## src/rtl/btn_debounce_if.sv

```systemverilog
// Button debouncer bus: raw pin in, debounced level and event strobes out.
// The master side drives the pin and consumes strobes; the slave side is the debouncer.
interface btn_debounce_if;
  logic       btn_raw;
  logic       btn_level;
  logic       press_pulse;
  logic       release_pulse;
  logic       repeat_pulse;
  logic [1:0] dbg_state;

  // Strobes are single-cycle events with no back-pressure: the consumer samples
  // press/release/repeat every cycle, and at most one of them is high at a time.
  modport master (
    output btn_raw,
    input  btn_level,
    input  press_pulse,
    input  release_pulse,
    input  repeat_pulse,
    input  dbg_state
  );

  modport slave (
    input  btn_raw,
    output btn_level,
    output press_pulse,
    output release_pulse,
    output repeat_pulse,
    output dbg_state
  );
endinterface

```

## src/rtl/btn_debounce.sv

```systemverilog
// Push-button conditioner: 2-FF synchroniser, debounce FSM, press/release strobes.
// Optional auto-repeat strobes are built only when BTN_AUTO_REPEAT_EN is defined.
module btn_debounce #(
  parameter int unsigned DB_CYCLES     = 500000,
  parameter bit          ACTIVE_LOW    = 1'b0,
  parameter int unsigned REPEAT_DELAY  = 12500000,
  parameter int unsigned REPEAT_PERIOD = 2500000
) (
  input  logic          clk,
  input  logic          rst_in,
  btn_debounce_if.slave bus
);

  typedef enum logic [1:0] {
    IDLE         = 2'd0,
    PRESS_WAIT   = 2'd1,
    PRESSED      = 2'd2,
    RELEASE_WAIT = 2'd3
  } state_e;

  localparam int unsigned DB_W = (DB_CYCLES > 2) ? $clog2(DB_CYCLES) : 1;
  localparam logic [DB_W-1:0] DB_LAST = DB_W'(DB_CYCLES - 1);

  if (DB_CYCLES < 2) begin : g_bad_db_cycles
    $error("btn_debounce: DB_CYCLES must be >= 2");
  end
  if (REPEAT_PERIOD < 2) begin : g_bad_repeat_period
    $error("btn_debounce: REPEAT_PERIOD must be >= 2");
  end
  if (REPEAT_DELAY < 1) begin : g_bad_repeat_delay
    $error("btn_debounce: REPEAT_DELAY must be >= 1");
  end

  logic raw_pol;
  logic sync1_q;
  logic sync2_q;
  logic s_in;

  assign raw_pol = ACTIVE_LOW ? ~bus.btn_raw : bus.btn_raw;
  assign s_in    = sync2_q;

  // Both stages reset inactive so a button held through reset is seen as a fresh press.
  always_ff @(posedge clk) begin
    if (rst_in) begin
      sync1_q <= 1'b0;
      sync2_q <= 1'b0;
    end else begin
      sync1_q <= raw_pol;
      sync2_q <= sync1_q;
    end
  end

  state_e            state_q;
  logic [DB_W-1:0]   db_cnt_q;
  logic              level_q;
  logic              press_q;
  logic              release_q;
  logic              accept_press;

  assign accept_press = (state_q == PRESS_WAIT) && s_in && (db_cnt_q == DB_LAST);

  always_ff @(posedge clk) begin
    if (rst_in) begin
      state_q   <= IDLE;
      db_cnt_q  <= '0;
      level_q   <= 1'b0;
      press_q   <= 1'b0;
      release_q <= 1'b0;
    end else begin
      press_q   <= 1'b0;
      release_q <= 1'b0;
      case (state_q)
        IDLE: begin
          db_cnt_q <= '0;
          if (s_in) begin
            state_q <= PRESS_WAIT;
          end
        end
        PRESS_WAIT: begin
          if (!s_in) begin
            state_q  <= IDLE;
            db_cnt_q <= '0;
          end else if (db_cnt_q == DB_LAST) begin
            state_q  <= PRESSED;
            db_cnt_q <= '0;
            press_q  <= 1'b1;
            level_q  <= 1'b1;
          end else begin
            db_cnt_q <= db_cnt_q + 1'b1;
          end
        end
        PRESSED: begin
          db_cnt_q <= '0;
          if (!s_in) begin
            state_q <= RELEASE_WAIT;
          end
        end
        RELEASE_WAIT: begin
          // A return to active here is bounce: level stays high and no new press is reported.
          if (s_in) begin
            state_q  <= PRESSED;
            db_cnt_q <= '0;
          end else if (db_cnt_q == DB_LAST) begin
            state_q   <= IDLE;
            db_cnt_q  <= '0;
            release_q <= 1'b1;
            level_q   <= 1'b0;
          end else begin
            db_cnt_q <= db_cnt_q + 1'b1;
          end
        end
        default: begin
          state_q  <= IDLE;
          db_cnt_q <= '0;
        end
      endcase
    end
  end

  assign bus.btn_level     = level_q;
  assign bus.press_pulse   = press_q;
  assign bus.release_pulse = release_q;
  assign bus.dbg_state     = state_q;

`ifdef BTN_AUTO_REPEAT_EN
  localparam int unsigned REP_MAX = (REPEAT_DELAY > REPEAT_PERIOD) ? REPEAT_DELAY : REPEAT_PERIOD;
  localparam int unsigned REP_W   = (REP_MAX > 2) ? $clog2(REP_MAX) : 1;
  localparam logic [REP_W-1:0] DELAY_LAST  = REP_W'(REPEAT_DELAY - 1);
  localparam logic [REP_W-1:0] PERIOD_LAST = REP_W'(REPEAT_PERIOD - 1);

  logic [REP_W-1:0] rep_cnt_q;
  logic             rep_periodic_q;
  logic             repeat_q;
  logic [REP_W-1:0] rep_last;

  assign rep_last = rep_periodic_q ? PERIOD_LAST : DELAY_LAST;

  // Counting only happens while PRESSED and still active, so a repeat due on the
  // edge that leaves PRESSED is dropped and the count freezes across a release bounce.
  always_ff @(posedge clk) begin
    if (rst_in) begin
      rep_cnt_q      <= '0;
      rep_periodic_q <= 1'b0;
      repeat_q       <= 1'b0;
    end else begin
      repeat_q <= 1'b0;
      case (state_q)
        IDLE: begin
          rep_cnt_q      <= '0;
          rep_periodic_q <= 1'b0;
        end
        PRESS_WAIT: begin
          if (accept_press) begin
            rep_cnt_q      <= '0;
            rep_periodic_q <= 1'b0;
          end
        end
        PRESSED: begin
          if (s_in) begin
            if (rep_cnt_q == rep_last) begin
              repeat_q       <= 1'b1;
              rep_cnt_q      <= '0;
              rep_periodic_q <= 1'b1;
            end else begin
              rep_cnt_q <= rep_cnt_q + 1'b1;
            end
          end
        end
        default: begin
          rep_cnt_q <= rep_cnt_q;
        end
      endcase
    end
  end

  assign bus.repeat_pulse = repeat_q;
`else
  assign bus.repeat_pulse = 1'b0;
`endif

endmodule

```

## src/flat_wrapper.sv

```systemverilog
// flat-port wrapper written by rule: the top's interface ports become plain ports
module btn_debounce_flat 
#(
  parameter int unsigned DB_CYCLES     = 500000,
  parameter bit          ACTIVE_LOW    = 1'b0,
  parameter int unsigned REPEAT_DELAY  = 12500000,
  parameter int unsigned REPEAT_PERIOD = 2500000
)
  (clk, rst_in, bus_btn_raw, bus_btn_level, bus_press_pulse, bus_release_pulse, bus_repeat_pulse, bus_dbg_state);
  btn_debounce_if bus_i ();
  input  logic clk;
  input  logic rst_in;
  input wire logic [$bits(bus_i.btn_raw)-1:0] bus_btn_raw;
  output wire logic [$bits(bus_i.btn_level)-1:0] bus_btn_level;
  output wire logic [$bits(bus_i.press_pulse)-1:0] bus_press_pulse;
  output wire logic [$bits(bus_i.release_pulse)-1:0] bus_release_pulse;
  output wire logic [$bits(bus_i.repeat_pulse)-1:0] bus_repeat_pulse;
  output wire logic [$bits(bus_i.dbg_state)-1:0] bus_dbg_state;
  assign bus_i.btn_raw = bus_btn_raw;
  assign bus_btn_level = bus_i.btn_level;
  assign bus_press_pulse = bus_i.press_pulse;
  assign bus_release_pulse = bus_i.release_pulse;
  assign bus_repeat_pulse = bus_i.repeat_pulse;
  assign bus_dbg_state = bus_i.dbg_state;
  btn_debounce #(.DB_CYCLES(DB_CYCLES), .ACTIVE_LOW(ACTIVE_LOW), .REPEAT_DELAY(REPEAT_DELAY), .REPEAT_PERIOD(REPEAT_PERIOD)) u_core (.clk(clk), .rst_in(rst_in), .bus(bus_i));
endmodule
```

## config.mk

```make
export PLATFORM = sky130hd
export DESIGN_NAME = btn_debounce_flat
export DESIGN_NICKNAME = d
export VERILOG_FILES = /design/src/rtl/btn_debounce_if.sv /design/src/rtl/btn_debounce.sv /design/src/flat_wrapper.sv
export SDC_FILE = /design/constraint.sdc
export NUM_CORES = 1
export LEC_CHECK = 0
export BUFFER_PORTS_ARGS = -buffer_cell sky130_fd_sc_hd__buf_2
export CAP_MARGIN = 15
export CORE_MARGIN = 2
export CORE_UTILIZATION = 35
export DETAILED_ROUTE_END_ITERATION = 7
export PLACE_DENSITY_LB_ADDON = 0.15
export SYNTH_ARGS = -nofsm -noshare
export SYNTH_HDL_FRONTEND = slang
export SYNTH_SLANG_ARGS = --single-unit
```

## constraint.sdc

```tcl
create_clock -name clk -period 2.95 [get_ports clk]
set_clock_uncertainty 0.2 [all_clocks]
set_input_delay 0 -clock clk [delete_from_list [all_inputs] [get_ports clk]]
set_output_delay 0 -clock clk [all_outputs]
set_load 0.05 [all_outputs]
```

==> impl_metrics.env <==
export IMPL_status="finished, final reports clean"
export IMPL_timing_final_crit_period_ps=2240
export IMPL_ctsResizeCount=0
export IMPL_synth_fa_ha_area_frac=0.0109
export IMPL_coreArea_um2=3080
export IMPL_multi_input_area_um2=579
export IMPL_fmax_ghz=0.447
export IMPL_critPathArrivalTime_ps=2260
export IMPL_ys_ff_latch=26
export IMPL_htreeDepth=1
export IMPL_num_io_pins=9
export IMPL_crit_fanout=19
export IMPL_most_common_layout_cells="26 x dfxtp_1, 16 x nor2_1, 11 x xor2_1, 9 x nand3_1"
export IMPL_antenna_found_initial=0
export IMPL_dr_pass1_iters=3
export IMPL_min_path_type="in2reg"
export IMPL_die_h_um=61.2
export IMPL_peakVddDrop_mv=0.202
export IMPL_fillers=309
export IMPL_crit_path_end_kind="flip-flop"
export IMPL_grt_pass1_vias=779
export IMPL_ff_latch_area_um2=520
export IMPL_finalWeightedCongestion=0.770
export IMPL_cts_root_buf="clkbuf_4"
export IMPL_final_common_cell="dfxtp_1"
export IMPL_clockBufferDepth=2
export IMPL_synth_edf_count=0
export IMPL_post_cts_buffers=0
export IMPL_hpwl_um=1450
export IMPL_yosysSeqAreaShare=0.454
export IMPL_crit_required_ps=2970
export IMPL_yosysUniqueCellTypes=33
export IMPL_fin_setup_tns_ps=0
export IMPL_dieArea_um2=3750
export IMPL_areaGrowthSynthToFinish_pct=11.9
export IMPL_avgSynthCellArea_um2=9.10
export IMPL_track_usage=0.127
export IMPL_synth_mux_area_frac=0
export IMPL_rsz0062_at_grt="false"
export IMPL_synth_xor_area_share=0.0993
export IMPL_worst_hold_slack_ps=247
export IMPL_drcViolationCount=0
export IMPL_drv_cap=0
export IMPL_report_final_hold_viol_count=0
export IMPL_vias=850
export IMPL_synth_compound_gate_area_share=0.0873
export IMPL_leakage_nw=0.408
export IMPL_synth_flop_cell="dfxtp_1"
export IMPL_postCtsHoldBufs=3
export IMPL_initial_utilization=0.372
export IMPL_postSynthCellCount=126
export IMPL_drtIter0Drc=29
export IMPL_ant_nets=0
export IMPL_finalMaxSlewViolations=0
export IMPL_num_nets_final=141
export IMPL_yosys_area_share_simple=0.305
export IMPL_io_buffers=7
export IMPL_synth_nets=130
export IMPL_grt_overflow_total=0
export IMPL_via_per_inst=4.72
export IMPL_finalWirelength_um=2010
export IMPL_numCtsBuffers=3
export IMPL_clk_pin_slew_ps=130
export IMPL_setup_viol=0
export IMPL_syn_cell_area_um2=1150
export IMPL_die_x_um=61.2
export IMPL_insertion_delay_ps=320
export IMPL_cts_sinks=26
export IMPL_grt_max_degree=20
export IMPL_crit_type="reg2reg"
export IMPL_startpoint_type="flip-flop"
export IMPL_async_flop_share=0
export IMPL_period_share=0.759
export IMPL_powerDensity_nw_per_um2=430
export IMPL_grt_pass1_wl_um=3460
export IMPL_num_rows=20
export IMPL_yosysWarnings=0
export IMPL_synth_top_family_by_area="simple AND/OR/NAND/NOR gates"
export IMPL_cts_tree="built"
export IMPL_diodes=0
export IMPL_drive_above_1_share=0.132
export IMPL_wire_per_inst_um=11.2
==> worst max-delay path, stage by stage, from the launching register on <==
cell,delay [ps]
dfxtp_1,370
ha_1,180
or4b_1,470
or3_4,370
o311ai_4,210
buf_4,270
nor2_1,80
==> metal layers <==
metal / vias up / routed length [µm] / track usage / share of wire
met5: - / 0 / 0 / 0
met4: 0 / 23 / 0.0435 / 0.011
met3: 4 / 89 / 0.0525 / 0.044
met2: 11 / 923 / 0.201 / 0.46
met1: 376 / 972 / 0.158 / 0.48
li1: 459 / - / - / -
==> Yosys cell counts (2+ instances only) <==
| library cell | count | share of area |
|---|---|---|
| nor2b_1 | 3 | 0.016 |
| o21ai_0 | 6 | 0.026 |
| xnor2_1 | 2 | 0.015 |
| clkbuf_1 | 3 | 0.0098 |
| or4b_1 | 2 | 0.017 |
| xor2_1 | 11 | 0.084 |
| nand2_1 | 3 | 0.0098 |
| or3_1 | 5 | 0.027 |
| dfxtp_1 | 26 | 0.45 |
| nand4_1 | 7 | 0.038 |
| inv_1 | 3 | 0.0098 |
| a21oi_1 | 6 | 0.026 |
| and2_1 | 2 | 0.011 |
| nor2_1 | 16 | 0.052 |
| nand2b_1 | 2 | 0.011 |
| and4_1 | 2 | 0.015 |
| nand3_1 | 9 | 0.039 |
| nor3_1 | 3 | 0.013 |
==> sequential cells by signal (all words and copies together), names as in the netlist, named ones only <==
name / flops
u_core.bus.btn_level: 1
u_core.bus.dbg_state: 1
u_core.s_in: 1
u_core.sync1_q: 1
u_core.bus.release_pulse: 1
u_core.db_cnt_q: 19
u_core.bus.press_pulse: 1
==> power by group <==
| part | internal [mW] | switching, mW | total (mW) |
|---|---|---|---|
| registers | 0.354 | 0.00211 | 0.356 |
| logic | 0.00696 | 0.0131 | 0.0201 |
| clock network | 0.0755 | 0.0994 | 0.175 |
==> cell type report <==
class / count / share of cell area
multi-input combinational: 91 / 0.452
sequential: 26 / 0.406
timing repair buffer: 12 / 0.0624
tap: 44 / 0.0429
clock buffer: 4 / 0.0283
inverter: 3 / 0.00878
==> final timing paths <==
| path | startpoint | end | slack (ps) | cells after the start |
|---|---|---|---|---|
| hold / removal | rst_in | flip-flop | 250 | 3 |
| setup reg to reg | u_core.db_cnt_q[0] | u_core.db_cnt_q[14] | 710 | 6 |
| hold reg to reg | u_core.db_cnt_q[0] | u_core.db_cnt_q[0] | 250 | 1 |
| setup / recovery | u_core.db_cnt_q[0] | u_core.db_cnt_q[14] | 710 | 6 |
==> per-stage QoR <==
stage / cells / total power, mW / utilization / worst slack (ps) / area [µm²]
final: 180 / 0.551 / 0.417 / 710 / 1280
after global routing: 180 / 0.576 / 0.417 / 584 / 1280
after CTS: 180 / 0.562 / 0.417 / 693 / 1280
after detailed placement: 173 / 0.381 / 0.395 / 711 / 1220
after global placement: 173 / 0.381 / 0.395 / 733 / 1220
after floorplan: 126 / 0.377 / - / 615 / 1150
==> logic make-up (layout without fill, tap and decap cells) <==
logic type | count (synthesis) | after routing
xor gates and xnor gates | 13 | 13
other | 1 | 1
AOI/OAI and AO/OA | 15 | 15
and+or+nand+nor | 61 | 61
DFF | 26 | 26
buffers and inverters | 9 | 19
adders and majority gates | 1 | 1
(Power assumes the default switching activity.)
